`src/rtl/vmask_iter.sv`:
```
// vmask_iter: turns one predicate mask per handshake into a stream of active
// element indices, lowest first. Optional out_popcnt under VMASK_ITER_POPCNT_EN.
module vmask_iter #(
  parameter int NUM_ELEMENTS = 32,
  parameter int IDX_W        = $clog2(NUM_ELEMENTS),
  parameter int TAG_W        = 5
) (
  input  logic                    CLK,
  input  logic                    nRST,
  input  logic                    flush,
  input  logic                    in_valid,
  output logic                    in_ready,
  input  logic [NUM_ELEMENTS-1:0] in_mask,
  input  logic [TAG_W-1:0]        in_tag,
  output logic                    out_valid,
  input  logic                    out_ready,
  output logic [IDX_W-1:0]        out_idx,
  output logic [TAG_W-1:0]        out_tag,
  output logic                    out_last,
  output logic                    out_empty
`ifdef VMASK_ITER_POPCNT_EN
  ,
  output logic [IDX_W:0]          out_popcnt
`endif
);

  localparam logic [1:0] ST_IDLE = 2'd0;
  localparam logic [1:0] ST_ITER = 2'd1;
  localparam logic [1:0] ST_ZERO = 2'd2;

  localparam logic [NUM_ELEMENTS-1:0] MASK_ZERO = {NUM_ELEMENTS{1'b0}};
  localparam logic [NUM_ELEMENTS-1:0] MASK_ONE  = {{(NUM_ELEMENTS-1){1'b0}}, 1'b1};
  localparam logic [IDX_W-1:0]        IDX_ZERO  = {IDX_W{1'b0}};
  localparam logic [TAG_W-1:0]        TAG_ZERO  = {TAG_W{1'b0}};

  function automatic logic [IDX_W-1:0] lowest_idx(input logic [NUM_ELEMENTS-1:0] m);
    logic [IDX_W-1:0] idx;
    idx = IDX_ZERO;
    for (int i = NUM_ELEMENTS - 1; i >= 0; i--) begin
      if (m[i]) begin
        idx = IDX_W'(i);
      end else begin
        idx = idx;
      end
    end
    return idx;
  endfunction

`ifdef VMASK_ITER_POPCNT_EN
  function automatic logic [IDX_W:0] pop_count(input logic [NUM_ELEMENTS-1:0] m);
    logic [IDX_W:0] cnt;
    cnt = {(IDX_W+1){1'b0}};
    for (int i = 0; i < NUM_ELEMENTS; i++) begin
      cnt = cnt + {{IDX_W{1'b0}}, m[i]};
    end
    return cnt;
  endfunction
`endif

  logic [1:0]              state_r;
  logic [1:0]              state_nxt_s;
  logic [NUM_ELEMENTS-1:0] rem_r;
  logic [NUM_ELEMENTS-1:0] rem_nxt_s;
  logic [NUM_ELEMENTS-1:0] rem_clr_s;
  logic [TAG_W-1:0]        tag_r;
  logic [TAG_W-1:0]        tag_nxt_s;
  logic                    one_hot_s;
  logic                    fire_s;
  logic                    accept_s;
`ifdef VMASK_ITER_POPCNT_EN
  logic [IDX_W:0]          pop_r;
  logic [IDX_W:0]          pop_nxt_s;
`endif

  // rem & (rem-1) drops the lowest set bit; zero result means a single bit remained.
  assign rem_clr_s = rem_r & (rem_r - MASK_ONE);
  assign one_hot_s = (rem_r != MASK_ZERO) && (rem_clr_s == MASK_ZERO);

  // Output beat decode from registered state only.
  always_comb begin
    out_valid = 1'b0;
    out_idx   = IDX_ZERO;
    out_last  = 1'b0;
    out_empty = 1'b0;
    case (state_r)
      ST_ITER: begin
        out_valid = 1'b1;
        out_idx   = lowest_idx(rem_r);
        out_last  = one_hot_s;
        out_empty = 1'b0;
      end
      ST_ZERO: begin
        out_valid = 1'b1;
        out_idx   = IDX_ZERO;
        out_last  = 1'b1;
        out_empty = 1'b1;
      end
      default: begin
        out_valid = 1'b0;
        out_idx   = IDX_ZERO;
        out_last  = 1'b0;
        out_empty = 1'b0;
      end
    endcase
  end

  assign out_tag  = tag_r;
  assign fire_s   = out_valid & out_ready;
  // A final beat firing frees the slot in the same cycle, so masks chain without a bubble.
  assign in_ready = ~flush & ((state_r == ST_IDLE) | (fire_s & out_last));
  assign accept_s = in_valid & in_ready;

`ifdef VMASK_ITER_POPCNT_EN
  assign out_popcnt = pop_r;
`endif

  // Next-state, remaining-mask and tag selection.
  always_comb begin
    state_nxt_s = state_r;
    rem_nxt_s   = rem_r;
    tag_nxt_s   = tag_r;
`ifdef VMASK_ITER_POPCNT_EN
    pop_nxt_s   = pop_r;
`endif
    if (flush) begin
      state_nxt_s = ST_IDLE;
      rem_nxt_s   = MASK_ZERO;
`ifdef VMASK_ITER_POPCNT_EN
      pop_nxt_s   = {(IDX_W+1){1'b0}};
`endif
    end else if (accept_s) begin
      state_nxt_s = (in_mask == MASK_ZERO) ? ST_ZERO : ST_ITER;
      rem_nxt_s   = in_mask;
      tag_nxt_s   = in_tag;
`ifdef VMASK_ITER_POPCNT_EN
      pop_nxt_s   = pop_count(in_mask);
`endif
    end else if (fire_s) begin
      case (state_r)
        ST_ITER: begin
          rem_nxt_s   = rem_clr_s;
          state_nxt_s = one_hot_s ? ST_IDLE : ST_ITER;
        end
        ST_ZERO: begin
          state_nxt_s = ST_IDLE;
        end
        default: begin
          state_nxt_s = ST_IDLE;
        end
      endcase
    end else begin
      state_nxt_s = state_r;
    end
  end

  // State registers.
  always_ff @(posedge CLK or negedge nRST) begin
    if (!nRST) begin
      state_r <= ST_IDLE;
      rem_r   <= MASK_ZERO;
      tag_r   <= TAG_ZERO;
`ifdef VMASK_ITER_POPCNT_EN
      pop_r   <= {(IDX_W+1){1'b0}};
`endif
    end else begin
      state_r <= state_nxt_s;
      rem_r   <= rem_nxt_s;
      tag_r   <= tag_nxt_s;
`ifdef VMASK_ITER_POPCNT_EN
      pop_r   <= pop_nxt_s;
`endif
    end
  end

endmodule

```
`config.mk`:
```
export PLATFORM = sky130hd
export DESIGN_NAME = vmask_iter
export DESIGN_NICKNAME = d
export VERILOG_FILES = /design/src/rtl/vmask_iter.sv
export SDC_FILE = /design/constraint.sdc
export NUM_CORES = 1
export LEC_CHECK = 0
export CAP_MARGIN = 20
export CELL_PAD_IN_SITES_DETAIL_PLACEMENT = 1
export CELL_PAD_IN_SITES_GLOBAL_PLACEMENT = 1
export CORE_MARGIN = 2
export CORE_UTILIZATION = 42
export CTS_CLUSTER_SIZE = 28
export DETAILED_ROUTE_END_ITERATION = 10
export GPL_TIMING_DRIVEN = 0
export PLACE_DENSITY_LB_ADDON = 0.1
export SLEW_MARGIN = 30
export SYNTH_ARGS = -nofsm -noshare
export SYNTH_HDL_FRONTEND = slang
export SYNTH_SLANG_ARGS = --single-unit
```
`constraint.sdc`:
```
create_clock -name CLK -period 10 [get_ports CLK]
set_clock_uncertainty 0.05 [all_clocks]
set_input_delay 1 -clock CLK [delete_from_list [all_inputs] [get_ports CLK]]
set_output_delay 1 -clock CLK [all_outputs]
set_load 0.05 [all_outputs]
```
Word level (Yosys, flattened, before mapping) --
Index checks and enable logic that the tools add are counted.
Operators by class: add/sub/neg operators 1, bitwise gates (word level) 7, multiplexer cells 46, reduce and logical (&&, ||, !) cells 10, equal/unequal tests 2
Operator list (count):
- $mux 5 | 33
- $mux 32 | 4
- $logic_not 32->1 | 2
- $and 32x32->32 | 1
- $reduce_bool 32->1 | 1
- $sub 32x1->32 const B | 1
- $mux 2 | 4
- $reduce_bool 3->1 | 2
- $and 1x1->1 | 4
- $mux 1 | 4
- $reduce_and 2->1 | 2
- $eq 2x1->1 const B | 1
- $eq 2x2->1 const B | 1
- $logic_not 2->1 | 1
- $pmux 1 s2 | 1
- $reduce_or 2->1 | 1
- $logic_and 1x1->1 | 1
- $not 1->1 | 1
- $or 1x1->1 | 1
Storage, ports and cells: input port bits 42, output and inout port bits 14, register bits 39

Longest topological paths before layout --
Gate-level depths: netlist of the first run.
depth after elaboration 33, gate-level depth with buffers 12, gate-level depth less buffers 9

Least setup slack after synthesis of the first run --
No wires, ideal clock.
kind reg-to-output, start point register rem_r[19], end point output port in_ready, setup slack 5.371 ns, cell stages (with the launch flop) 9, data arrival time 3.579 ns, buffers on the path 0, cells stage by stage dfrtp_1 > or4_4 > or4_4 > o41ai_2 > nand4_1 > or4_1 > o41ai_1 > a31oi_1 > nor2_1
Between the ends: longest elaborated chain between the ends 8, elaborated cells between the ends (all ways) 9
RTL lines:
- start: declaration | line 62 | logic [NUM_ELEMENTS-1:0] rem_r;
- start signal: assignment | line 167 | rem_r <= rem_nxt_s;
- $sub 32x1->32 | line 76 | assign rem_clr_s = rem_r & (rem_r - MASK_ONE);
- $and 32x32->32 | line 76
- $logic_not 32->1 | line 77 | assign one_hot_s = (rem_r != MASK_ZERO) && (rem_clr_s == MASK_ZERO);
- $logic_and 1x1->1 * | line 77
- $pmux 1 s2 * | line 85 | case (state_r)
- $and 1x1->1 * | line 110 | assign in_ready = ~flush & ((state_r == ST_IDLE) | (fire_s & out_last));
- $or 1x1->1 * | line 110
- $and 1x1->1 * | line 110
- end: declaration | line 12 | output logic in_ready,
Mark *: on every way between the ends. The rest lies on a longest branch, timed or not.

Worst setup path in the final report of the first run --
start point register rem_r[12], end point output port in_ready
The elaborated chain is that of the path after synthesis.

==> results of run 1 <==
[report_power, final]
part	leakage (nW)	internal (mW)	switching (mW)	total, mW
clock	0.0402	0.0486	0.0599	0.108
sequential	0.512	0.174	0.0181	0.193
combinational	0.960	0.0880	0.127	0.215
[synthesized netlist by cell type (all sizes together) (2+ instances only)]
master and count:
dfrtp 39, mux2 32, nor2 28, inv 20, nor4 20, clkbuf 19
nor3 18, nand2 17, and3 12, a21oi 8, mux2i 7, nand3 7
o21ai 7, or4 7, o311ai 6, o31ai 6, a211oi 5, buf 5
nand4 5, o211a 5, a31oi 4, o21bai 4, o41ai 4, a311oi 3
ha 3, nand2b 3, or3 3, maj3 2, nor3b 2, o22ai 2
o311a 2, or2 2
[per-stage QoR]
| step | setup slack, ns | utilization | instances | hold slack, ns | power (mW) |
|---|---|---|---|---|---|
| global placement | 4.61 | 0.524 | 455 | 0.440 | 0.405 |
| detailed placement | 4.61 | 0.527 | 456 | 0.449 | 0.410 |
| floorplan | 5.37 | - | 320 | 0.558 | 0.333 |
| global route | 3.88 | 0.540 | 464 | 0.483 | 0.549 |
| finish | 4.18 | 0.540 | 464 | 0.467 | 0.516 |
| CTS | 4.25 | 0.540 | 464 | 0.470 | 0.521 |
[routing by layer]
metal,global-route usage,vias to the layer above,routed length (um)
li1,-,1338,-
met5,0,-,0
met3,0.0314,6,414
met1,0.366,1368,4200
met4,0.0526,0,93
met2,0.397,76,4090
[logic make-up (layout without fill, tap and decap cells)]
logic type	Yosys count	in the layout	synth area share
AO/OA/AOI/OAI	65	65	0.179
XOR/XNOR	1	1	0.00305
adder cells (fa/ha/maj)	5	5	0.0200
buffers and inverters	44	108	0.0688
flip-flops	39	39	0.340
multiplexers	39	39	0.150
AND/OR/NAND/NOR	127	127	0.240
[final cells by class]
cell class              instances  area [um2]
clock buffers                   5        68.8
clock inverters                 3        20.0
multi-input cells             237        1700
fillers                       806        3090
flip-flops and latches         39         976
repair buffers                 56         566
inverters                      20        75.1
well taps                      80         100
plain buffers                  24         123
[flip-flops by register name (all words and copies together), names as in the netlist]
| register | count |
|---|---|
| rem_r | 32 |
| out_tag | 5 |
| state_r | 2 |
[worst max-delay path, stage by stage, from the launching register on]
cell and delay (ns):
dfrtp_1 0.37, clkbuf_1 0.22, nor4_1 0.66, nand4_1 0.34, clkbuf_1 0.30, o31ai_1 0.32
o311ai_0 0.19, or4_1 0.50, o41ai_1 0.52, a31oi_1 0.14, nor2_1 0.10, clkdlybuf4s50_1 0.81
[path summary, 6_finish.rpt]
path                                  from    endpoint  slack (ns)  cells after the start
worst max-delay path             rem_r[12]    in_ready        4.18                     11
worst min-delay path            out_tag[1]  out_tag[1]        0.47                      1
worst max register to register   rem_r[12]    rem_r[0]        5.23                     12
worst min register to register  out_tag[1]  out_tag[1]        0.47                      1
max in group asynchronous             nRST    rem_r[9]        8.84                      2
min in group asynchronous             nRST   rem_r[31]        0.58                      1
==> results.md, run 1 <==
* # IOs at 56
* #FFs+latches synth at 39
* CTS tree: done
* Placed cell areas at 0.00354 mm2
* Post-synth EDFFs at 0
* DRT antenna net count at 0
* CTS Buf Count at 5
* I/O Buffers at 55
* Share of cells above drive strength 1 at 0.138
* Status: finished clean
* Die ar. at 0.00752 mm2
* Sink Count at 39
* Root Buffer: clkbuf_8
* Residual DRC at 0
* Synth top area cells: dfrtp_1 (34%), mux2_2 (11%), nor4_1 (3.9%)
* Cell taking the most area after synthesis: dfrtp_1
* Hold_buf cts at 0
* Mean Syn Cell Area at 8.98 um2
* Gr usage total at 0.250
* Final Setup Violations at 0
* CTS H-tree lvls at 2
* Gr ovfl total at 0
* PwrDens at 142 mW/mm2
* Cell leakage power at 1.51 nW
* First-pass GRT wire length at 14700 um
* Vias in the first global route at 2881
* Most common cell after layout, fill and taps aside: clkdlybuf4s50_1
* WP data arrival at 4.77 ns
* Gpl congestion at 0.866
* Starting Density at 0.428
* DRT Pass-1 Iters at 4
* Sequential area share after synthesis at 0.340
* Clock Path Buffers at 2
* Vias per std cell at 6.01
* Largest net degree at the start of global routing at 25
* RSZ-0062 raised after global routing: false
* Worst setup path class: reg2out
* Core area at 0.00672 mm2
* Fmax at 0.172 GHz
* Die Y at 86.7 um
* CP required at 8.95 ns
* Yosys cell types at 53
* Mapped Nets at 365
* Worst slew pin tran at 0.818 ns
* Gate Count Post-Synth at 320
* Period utilization at 0.582
* Slew Limit Fails at 0
* Setup crit start kind: flop
* Number of DRC markers after the initial detailed-route iteration at 234
* Crit end category: primary output
* Hold Crit Class: reg2reg
* Yosys warns at 0
* Post-synthesis cell area at 0.00287 mm2
* Crit path time final at 5.82 ns
* Die width at 86.7 um
* Reg clk slew, reported paths at 0.09 ns
* Post-synth top area share at 0.340
* Final Hold Viols at 0
* Most frequent cells in the layout: clkdlybuf4s50_1 (54), dfrtp_1 (39), mux2_2 (29), nor2_1 (28), inv_1 (20)
* Peak supply drop at 0.0000868 V
* Finished Cell Area at 0.00363 mm2
* Worst slew margin at 0.450
* Via Count at 2788
* Main synth FF type: dfrtp_1
* DRT Wirelength at 8790 um
* Number of post-CTS setup repair buffers at 0
* Clk Latency, worst-skew pair at 0.30 ns
* Initial antenna violation count at 0
* Worst Path Max Fanout at 10
* Fraction of registers with async set/reset at 1.00
* Number of gates resized after CTS at 0
* Rows at 30
* DR WL/cell at 18.9 um
* P&R area growth vs syn at 26.3%
* Inserted Diodes at 0
* Dpl hpwl at 6840 um
* Setup TNS at 0 ns
* Max_cap viols at 0
* Fin nets at 428
No activity file was read; power rests on OpenSTA's default activity.
==> inputs of run 2 (changes only) <==
--- a/config.mk
+++ b/config.mk
@@ -9,7 +9,7 @@
 export CELL_PAD_IN_SITES_DETAIL_PLACEMENT = 1
 export CELL_PAD_IN_SITES_GLOBAL_PLACEMENT = 1
 export CORE_MARGIN = 2
-export CORE_UTILIZATION = 42
+export CORE_UTILIZATION = 36
 export CTS_CLUSTER_SIZE = 28
 export DETAILED_ROUTE_END_ITERATION = 10
 export GPL_TIMING_DRIVEN = 0
==> constraint.sdc (replaced) <==
create_clock -name CLK -period 5.15 [get_ports CLK]
set_clock_uncertainty 0.05 [all_clocks]
set_input_delay 0.515 -clock CLK [delete_from_list [all_inputs] [get_ports CLK]]
set_output_delay 0.515 -clock CLK [all_outputs]
set_load 0.05 [all_outputs]
==> run 2 against run 1 <==
  * Combinational power grew 99%
  * Non-clock buffer count is the same
  * Sequential share of layout area fell by 0.43 points
  * Sequential power rose by 95%
  * Critical path type unchanged
  * Largest power group unchanged
==> results.md, run 2 (synthesis results as in run 1) <==
* Largest Register: rem_r
* Sink Count at 39
* Max_cap viols at 0
* Worst Path Max Fanout at 10
* Crit path time final at 4.87 ns
* # IOs at 56
* Most frequent cells in the layout: clkdlybuf4s50_1 (52), dfrtp_1 (39), mux2_2 (29), nor2_1 (28), inv_1 (20)
* Peak supply drop at 0.000111 V
* Vias in the first global route at 2840
* Die width at 93.3 um
* Register area at 976 um2
* WP data arrival at 4.31 ns
* Worst setup path class: reg2out
* Placed cell areas at 0.00357 mm2
* Core area at 0.00773 mm2
* Worst slew margin at 0.538
* Vias per std cell at 5.80
* P&R area growth vs syn at 28.3%
* Pwr Total at 1.03 mW
* P_sw at 0.420 mW
* Crit path launch: rem_r[6]
* Layout fillers at 903
* CTS H-tree lvls at 2
* Clock Path Buffers at 2
* Cell leakage power at 1.53 nW
* DRT Pass-1 Iters at 4
* Pre-CTS setup slack at -0.0347 ns
* First-pass GRT wire length at 15200 um
* I/O Buffers at 55
* PwrDens at 280 mW/mm2
* Reg clk slew, reported paths at 0.08 ns
* DRT Wirelength at 9370 um
* Slowest-stage cell, CP: nor4_4
* Residual DRC at 0
* Initial antenna violation count at 0
* Max FFs per register at 32
* Net Sw Frac at 0.408
* Setup WS post-layout at 0.276 ns
* Combinational Power Share at 0.416
* Finished Cell Area at 0.00369 mm2
* Crit end category: primary output
* Fmax at 0.205 GHz
* M2 GR Usage at 0.350
* GR Layer Usage met3 at 0.0282
* Number of post-CTS setup repair buffers at 0
* RSZ-0062 raised after global routing: false
* Die Y at 93.3 um
* Final Setup Violations at 0
* Inserted Diodes at 0
* Area of the multi-input gates at 0.00173 mm2
* GR peak layer: met2
* Gr usage total at 0.224
* CP required at 4.59 ns
* Setup crit start kind: flop
* Number of DRC markers after the initial detailed-route iteration at 170
* Slew Limit Fails at 0
* GR Util met1 at 0.337
* Status: finished clean
* Largest net degree at the start of global routing at 24
* CP Cell Sequence: nor4_4, nand4_1, clkbuf_1, o31ai_1, o311ai_0, or4_1, o41ai_1, and2_1, dlygate4sd2_1
* Share of cells above drive strength 1 at 0.143
* Final Hold Viols at 0
* CTS Buf Count at 5
* Gpl congestion at 0.833
* Final Util at 0.477
* Via Count at 2820
* Seq pwr share at 0.366
* Clock power frac at 0.218
* Largest stage delay, worst path at 0.63 ns
* DR WL/cell at 19.3 um
* Clk Latency, worst-skew pair at 0.30 ns
* Root Buffer: clkbuf_8
* Rows at 32
* Fin nets at 428
* Most common cell after layout, fill and taps aside: clkdlybuf4s50_1
* Gr ovfl total at 0
* Dpl hpwl at 7250 um
* Worst slew pin tran at 0.693 ns
* DRT antenna net count at 0
* Starting Density at 0.372
* Total internal power at 0.610 mW
* CTS tree: done
* Hold Crit Class: in2async
* Die ar. at 0.00871 mm2
* Worst R2R Start: rem_r[6]
* Period utilization at 0.946
-- run 2: cell types whose count changed in the layout (fill, tap and decap cells not counted), sizes merged --
| cell | delta |
|---|---|
| clkdlybuf4s50 | -2 |
| clkbuf | +1 |
| clkinv | +1 |
| clkinvlp | -1 |
| dlygate4sd2 | +1 |
-- run 2: power by group through the flow --
stage / Sequential [mW] / Combinational (mW) / Clock (mW)
CTS: 0.376 / 0.428 / 0.235
global placement: 0.379 / 0.415 / 0
detailed placement: 0.380 / 0.422 / 0
finish: 0.377 / 0.428 / 0.225
floorplan: 0.404 / 0.242 / 0
global route: 0.382 / 0.466 / 0.243
-- run 2: final cells by class --
cell class                      count  area share
Multi-Input combinational cell    237       0.470
Sequential cell                    39       0.265
Timing Repair Buffer               56       0.152
Tap cell                          102      0.0346
Buffer                             24      0.0333
Inverter                           20      0.0204
Clock buffer                        5      0.0187
Clock inverter                      3     0.00679
-- run 2: metrics by stage --
step / cells / hold WS (ns) / setup TNS (ns)
finish: 486 / 0.101 / 0
global route: 486 / 0.128 / 0
CTS: 486 / 0.110 / 0
detailed placement: 478 / 0.436 / -0.0347
global placement: 477 / 0.441 / 0
floorplan: 320 / 0.169 / 0
-- run 2: metal layers --
layer  up-vias  wire length, um  share of wire
met1      1399             4480           0.48
met5         -                0              0
met3         7              561          0.060
met2        72             4260           0.46
met4         0               63         0.0067
li1       1342                -              -
-- run 2: timing repair --
item | 4_1_cts | 5_1_grt
hold buffers | 0 | 0
pin swaps | 1 | 0
setup endpoints to repair | 2 | 2
gates resized for setup | 5 | 3
-- run 2: final timing paths --
path	to	slack, ns	cells past startpoint
hold / removal	rem_r[24]	0.10	1
min in group CLK	out_tag[1]	0.47	1
max in group asynchronous	rem_r[27]	4.48	2
hold reg to reg	out_tag[1]	0.47	1
setup / recovery	out_last	0.28	9
setup reg to reg	rem_r[2]	0.52	11
-- run 2: critical path, delay by kind of cell, from the launching register on --
kind            cells  cell delay (ns)
compound gates      3             1.06
buf+inv             2             0.84
flops               1             0.47
simple gates        4             1.64
